`src/rtl/fc_layer_sequencer.sv`:
```
// Sequences one FC layer over a dot-product PE: latch the input vector, fetch each weight row, run the PE, emit one beat per neuron.
// Optional ReLU on captured results when FC_SEQ_RELU_EN is defined.
module fc_layer_sequencer #(
  parameter int VECTOR_LENGTH = 16,
  parameter int NUM_OUTPUTS   = 10,
  parameter int W             = 8,
  parameter int ACC_WIDTH     = W + 7,
  parameter int ADDR_W        = 4
) (
  input  logic                         clk,
  input  logic                         reset,
  input  logic                         start,
  input  logic [W*VECTOR_LENGTH-1:0]   in_vector_flat,
  output logic                         w_rd_en,
  output logic [ADDR_W-1:0]            w_addr,
  input  logic [W*VECTOR_LENGTH-1:0]   w_row_flat,
  input  logic [W-1:0]                 w_bias,
  output logic                         pe_start,
  output logic [W*VECTOR_LENGTH-1:0]   pe_in_vector_flat,
  output logic [W*VECTOR_LENGTH-1:0]   pe_weight_row_flat,
  output logic [W-1:0]                 pe_bias,
  input  logic [ACC_WIDTH-1:0]         pe_result,
  input  logic                         pe_done,
  output logic                         out_valid,
  output logic [ADDR_W-1:0]            out_index,
  output logic [ACC_WIDTH-1:0]         out_data,
  output logic                         busy,
  output logic                         layer_done,
  output logic [2:0]                   dbg_state
);

  typedef enum logic [2:0] {
    S_IDLE, S_FETCH, S_LOAD, S_KICK, S_WAIT, S_WRITE, S_FINISH
  } state_t;

  localparam logic [ADDR_W-1:0] LAST_ROW = ADDR_W'(NUM_OUTPUTS - 1);

  state_t                       state, next_state;
  logic [ADDR_W-1:0]            row_q;
  logic [W*VECTOR_LENGTH-1:0]   in_vec_q;
  logic [W*VECTOR_LENGTH-1:0]   row_w_q;
  logic [W-1:0]                 bias_q;
  logic [ACC_WIDTH-1:0]         result_q;
  logic [ACC_WIDTH-1:0]         captured;

`ifdef FC_SEQ_RELU_EN
  assign captured = pe_result[ACC_WIDTH-1] ? '0 : pe_result;
`else
  assign captured = pe_result;
`endif

  always_ff @(posedge clk or negedge reset) begin
    if (!reset) state <= S_IDLE;
    else        state <= next_state;
  end

  // Handshakes: start is a level sampled only in IDLE; pe_start is a one-cycle
  // pulse; pe_done is a level sampled only in WAIT, so a done left high from the
  // previous row cannot be mistaken for the current one.
  always_comb begin
    next_state = state;
    unique case (state)
      S_IDLE:   if (start) next_state = S_FETCH;
      S_FETCH:  next_state = S_LOAD;
      S_LOAD:   next_state = S_KICK;
      S_KICK:   next_state = S_WAIT;
      S_WAIT:   if (pe_done) next_state = S_WRITE;
      S_WRITE:  next_state = (row_q == LAST_ROW) ? S_FINISH : S_FETCH;
      S_FINISH: next_state = S_IDLE;
      default:  next_state = S_IDLE;
    endcase
  end

  always_comb begin
    w_rd_en    = 1'b0;
    w_addr     = '0;
    pe_start   = 1'b0;
    out_valid  = 1'b0;
    out_index  = '0;
    out_data   = '0;
    layer_done = 1'b0;
    busy       = (state != S_IDLE);
    unique case (state)
      S_FETCH: begin
        w_rd_en = 1'b1;
        w_addr  = row_q;
      end
      S_KICK:  pe_start = 1'b1;
      S_WRITE: begin
        out_valid = 1'b1;
        out_index = row_q;
        out_data  = result_q;
      end
      S_FINISH: layer_done = 1'b1;
      default: ;
    endcase
  end

  always_ff @(posedge clk or negedge reset) begin
    if (!reset) begin
      row_q    <= '0;
      in_vec_q <= '0;
      row_w_q  <= '0;
      bias_q   <= '0;
      result_q <= '0;
    end else begin
      unique case (state)
        S_IDLE: if (start) begin
          in_vec_q <= in_vector_flat;
          row_q    <= '0;
        end
        S_LOAD: begin
          row_w_q <= w_row_flat;
          bias_q  <= w_bias;
        end
        S_WAIT:  if (pe_done) result_q <= captured;
        S_WRITE: if (row_q != LAST_ROW) row_q <= row_q + 1'b1;
        default: ;
      endcase
    end
  end

  assign pe_in_vector_flat  = in_vec_q;
  assign pe_weight_row_flat = row_w_q;
  assign pe_bias            = bias_q;
  assign dbg_state          = state;

endmodule

```
`config.mk`:
```
export PLATFORM = sky130hd
export DESIGN_NAME = fc_layer_sequencer
export DESIGN_NICKNAME = d
export VERILOG_FILES = /design/src/rtl/fc_layer_sequencer.sv
export SDC_FILE = /design/constraint.sdc
export NUM_CORES = 1
export LEC_CHECK = 0
export CORE_AREA = 3 3 225 227
export CTS_CLUSTER_DIAMETER = 50
export DETAILED_ROUTE_END_ITERATION = 8
export DIE_AREA = 0 0 228 230
export REMOVE_ABC_BUFFERS = 1
export SLEW_MARGIN = 20
export SYNTH_ARGS = -nofsm -noshare
export SYNTH_HDL_FRONTEND = slang
export SYNTH_SLANG_ARGS = --single-unit
```
`constraint.sdc`:
```
create_clock -name clk -period 2.39 [get_ports clk]
set_input_delay 0.5975 -clock clk [delete_from_list [all_inputs] [get_ports clk]]
set_output_delay 0.5975 -clock clk [all_outputs]
set_load 0.05 [all_outputs]
```
==> metrics list <==
- The run finished with clean final reports.
- Io pins: slightly below 600
* Register clock-pin slew on the reported worst setup and hold paths: about 0.06 ns
* HPWL Detailed: 27.8 mm
* Area added between synthesis and finish: 78.8%
* Depth of the critical timing path with buffers and inverters included: 1
* Area share of the largest cell type after synthesis: around two thirds
- The initial antenna violation count came to 0.
* Cell types with the largest area share after synthesis: sky130_fd_sc_hd__dfrtp_1 65%, sky130_fd_sc_hd__mux2_2 29%, sky130_fd_sc_hd__buf_4 1.7%, sky130_fd_sc_hd__and2_1 1.2%, sky130_fd_sc_hd__a21oi_1 0.32%
- The die covers 52400 sq um.
- Routability-driven placement finished with a final weighted congestion of about 0.79.
- Proportion of power drawn by flip-flops and latches: between 20% and 30%
- Along the worst hold path, the cell count comes to 1.
- Worst voltage drop across the vdd grid: 971 uV
- Filler cell count: roughly 4700
- Measured against its own limit, the worst slew margin works out to about three fifths.
- In this run the power spent charging and discharging nets is between 15 and 20 mW.
* # H-tree levels: 2
- The final number of hold-violating endpoints came to 0.
- For the worst setup path, the data required time is between 1.5 and 2 ns.
- RSZ-0062 raised after global routing: true
* Peak clock frequency supported by timing: 0.428 GHz
* Category of cells accounting for the largest share of critical-path delay: buffers and inverters
* Multi-input gate area in the final layout: between 3000 and 4000 sq um
* Mean instance size in the synthesized netlist: between 15 and 20 sq um
* Count of inserted antenna diode cells: 0
- Across the routed clock network, the largest skew measured is roughly 0.016 ns.
- Wires add up to between 30 and 40 mm.
* Worst min path class: reg -> reg
- In the final routed layout, each cell accounts on average for around 18 um.
* Slew @ Worst Pin: between 0.5 and 0.6 ns
- Summing every instance area after synthesis gives about 11000 sq um.
- The die is approximately 230 um wide.
* Cell-internal power: ~19 mW
- Period utilisation layout: a little under 100%
- First-pass GRT wire length: ~54 mm
- The commonest cells after synthesis are 286 x sky130_fd_sc_hd__dfrtp_1, 279 x sky130_fd_sc_hd__mux2_2, 25 x sky130_fd_sc_hd__buf_4, 21 x sky130_fd_sc_hd__and2_1.
- Netlist cell types: 29
- Share of total power in the clock network: about 19%
- In this run the critical register-to-register path is captured at pe_bias[7].
* Critical Path Start: pe_weight_row_flat[108]
- Along the worst path, the maximum fanout reaches 2.
- For this design the static power due to leakage is ~8 nW.
- Placement row count: 81
* Clock tree from TritonCTS: built
- Type of element capturing the critical path: output pin
- Final critical delay including setup and external delays: around 2.3 ns
- Entering global routing, the biggest net connects between 50 and 60 pins.
* GRT Util Overall: 13.3%
* Type of origin of the critical path: register
- The Yosys step of the flow raised 0 warnings.
- Cells along the critical path: clkdlybuf4s50_1
* # DRC: 0
- The die is between 200 and 250 um tall.
- CTS saw 286 sinks.
* Detailed Route Iter0 Violations: 270
- Measured in cells, the most critical reg-to-reg path has a length of 6.
- Setup Total Neg Slack: 0 ns
- Clock insertion delay at the later pin of the skew report: 0.54 ns
* Power after layout: approximately 34 mW
- In this design, the stage delay of the slowest critical-path cell is between 0.8 and 0.9 ns.
- Fraction of final layout cells sized beyond drive strength 1: 33.8%
- With fillers left out, the area of the finished cells amounts to ~20000 sq um.
* Root buf cell: sky130_fd_sc_hd__clkbuf_16
* Syn Inst Count: between 600 and 700
- Yosys mapped a number of flops with a built-in enable equal to 0.
* Power share of the combinational group: approximately 55%
- Slowest cell on crit path: sky130_fd_sc_hd__clkdlybuf4s50_1
- For this run the aggregate overflow at the end of global routing stands at 0.
* Main synth FF type: sky130_fd_sc_hd__dfrtp_1
* Power density over the cells: 1750 nW/um^2
* Count of maximum capacitance violations: 0
- Launch point of the worst reg-to-reg path: dbg_state[1]
* Signal arrival time at the worst endpoint: ~1.7 ns
- NumNets Final: 1572
- Remaining antenna violation count after routing: 0
- Using the TritonRoute via totals, the vias-per-cell ratio works out to between 3 and 4.
- For this configuration, the core starts out at a cell density of around 22%.
- Via count of the first global-routing pass: 8844
* Via count of the routed design: slightly below 8000
* Worst reg-to-reg setup slack: between 0.4 and 0.5 ns
* Cell type with the largest total area after synthesis: sky130_fd_sc_hd__dfrtp_1
* Most used standard cell by instance count after synthesis: sky130_fd_sc_hd__dfrtp_1
* CTS max path bufs: 3
- TritonRoute pass-1 iters: 4
* Count of input and output buffers: 577
- After detailed placement, the design holds a cell count of between 1500 and 2000.
- Count of buffering cells on the critical path with inverters included: 1
* Final cell count without fillers: roughly 2000
* Share of async-settable or async-resettable flops after synthesis: 100%
- The number of max-slew violations in the final report was 0.
* Crit path to: pe_weight_row_flat[108]
- Sequential fraction of the synthesis area: 65.3%
- The synthesized design contains 286 register bits.
- The worst setup path is of the reg -> out kind.
* Total clock buffers created by CTS: 41
- Post-placement cell area: 18000 sq um
- Setup violations remaining at the end of the flow were counted as 0.
- Core outline area: just under 50000 sq um
- Summing all flip-flop and latch instances after layout gives approximately 7200 sq um.
- Proportion of total power due to net switching: 45.0%
-- power by group through the flow --
stage	combinational (mW)	sequential, mW	clock [mW]
2_1_floorplan	3.55	16.8	0
3_3_place_gp	19.1	8.70	0
3_5_place_dp	19.2	8.78	0
4_1_cts	19.2	8.73	6.83
5_1_grt	19.6	9.04	7.02
6_report	18.9	8.68	6.60
-- sequential cells by signal (all words and copies together) (netlist names) --
| name | cells |
|---|---|
| dbg_state | 3 |
| pe_bias | 8 |
| pe_in_vector_flat | 128 |
| pe_weight_row_flat | 128 |
| result_q | 15 |
| row_q | 4 |
-- logic make-up (layout without fill, tap and decap cells) --
family | count (synthesis) | in the layout | synth area share (%)
flip-flops | 286 | 286 | 65.3
multiplexers | 280 | 280 | 28.8
AND/OR/NAND/NOR | 45 | 45 | 2.62
buffers and inverters | 38 | 694 | 2.31
AO/OA/AOI/OAI | 13 | 13 | 0.731
adder cells (fa/ha/maj) | 2 | 2 | 0.228
-- metrics by stage --
step,hold slack (ns),worst slack (ns),util [%]
final,0.498,0.0546,40.1
after global routing,0.512,0.000670,40.1
after CTS,0.500,0.000328,39.9
after detailed placement,0.487,0.0690,36.8
after global placement,0.481,0.100,36.8
after floorplan,0.302,-8.99,-
-- routing by layer --
layer	share of wire, %	wire [um]	track usage [%]	up-vias
li1	-	-	-	3599
met1	37	13300	14.7	3970
met2	53	19300	24.3	297
met3	7.3	2630	4.06	58
met4	2.6	928	4.60	0
met5	0	0	0	-
-- how the worst min path moves through the flow --
stage | to | start | slack, ns
final | result_q[1] | result_q[1] | 0.50
after global routing | pe_in_vector_flat[34] | pe_in_vector_flat[34] | 0.51
after CTS | result_q[1] | result_q[1] | 0.50
after detailed placement | result_q[1] | result_q[1] | 0.49
after global placement | result_q[1] | result_q[1] | 0.48
after floorplan | dbg_state[0] | reset | 0.30
-- placed cells by master (no fill, tap or decap), types with 3 or more instances in the layout --
cell type	synthesis	final
sky130_fd_sc_hd__buf_4	25	32
sky130_fd_sc_hd__bufinv_16	0	7
sky130_fd_sc_hd__nor3_2	1	3
sky130_fd_sc_hd__clkinv_2	0	4
sky130_fd_sc_hd__nor2_1	4	3
sky130_fd_sc_hd__inv_6	0	4
sky130_fd_sc_hd__a21oi_1	7	7
sky130_fd_sc_hd__clkbuf_16	0	43
sky130_fd_sc_hd__mux2_2	279	279
sky130_fd_sc_hd__dlygate4sd2_1	0	23
sky130_fd_sc_hd__dlymetal6s2s_1	0	18
sky130_fd_sc_hd__nand2_1	3	3
sky130_fd_sc_hd__clkinvlp_4	0	5
sky130_fd_sc_hd__buf_12	0	37
sky130_fd_sc_hd__clkbuf_8	0	6
sky130_fd_sc_hd__dfrtp_1	286	286
sky130_fd_sc_hd__clkbuf_1	2	4
sky130_fd_sc_hd__and2_1	21	7
sky130_fd_sc_hd__and2_4	0	14
sky130_fd_sc_hd__clkdlybuf4s50_1	0	503
-- cell type report --
class,count,share of cell area [%]
Sequential cell,286,36.5
Timing Repair Buffer,615,33.0
Multi-Input combinational cell,340,18.4
Clock buffer,53,5.99
Tap cell,664,4.24
Clock inverter,23,1.71
Inverter,3,0.0575
-- repair_timing --
item	in CTS	in global routing
hold buffers	1	0
endpoints found under the hold margin	39	0
gates resized for setup	36	28
setup buffers	2	1
endpoints found under the setup margin	48	35
gates cloned	0	0
pin swaps	1	1
Power figures use the tool's default switching activity.
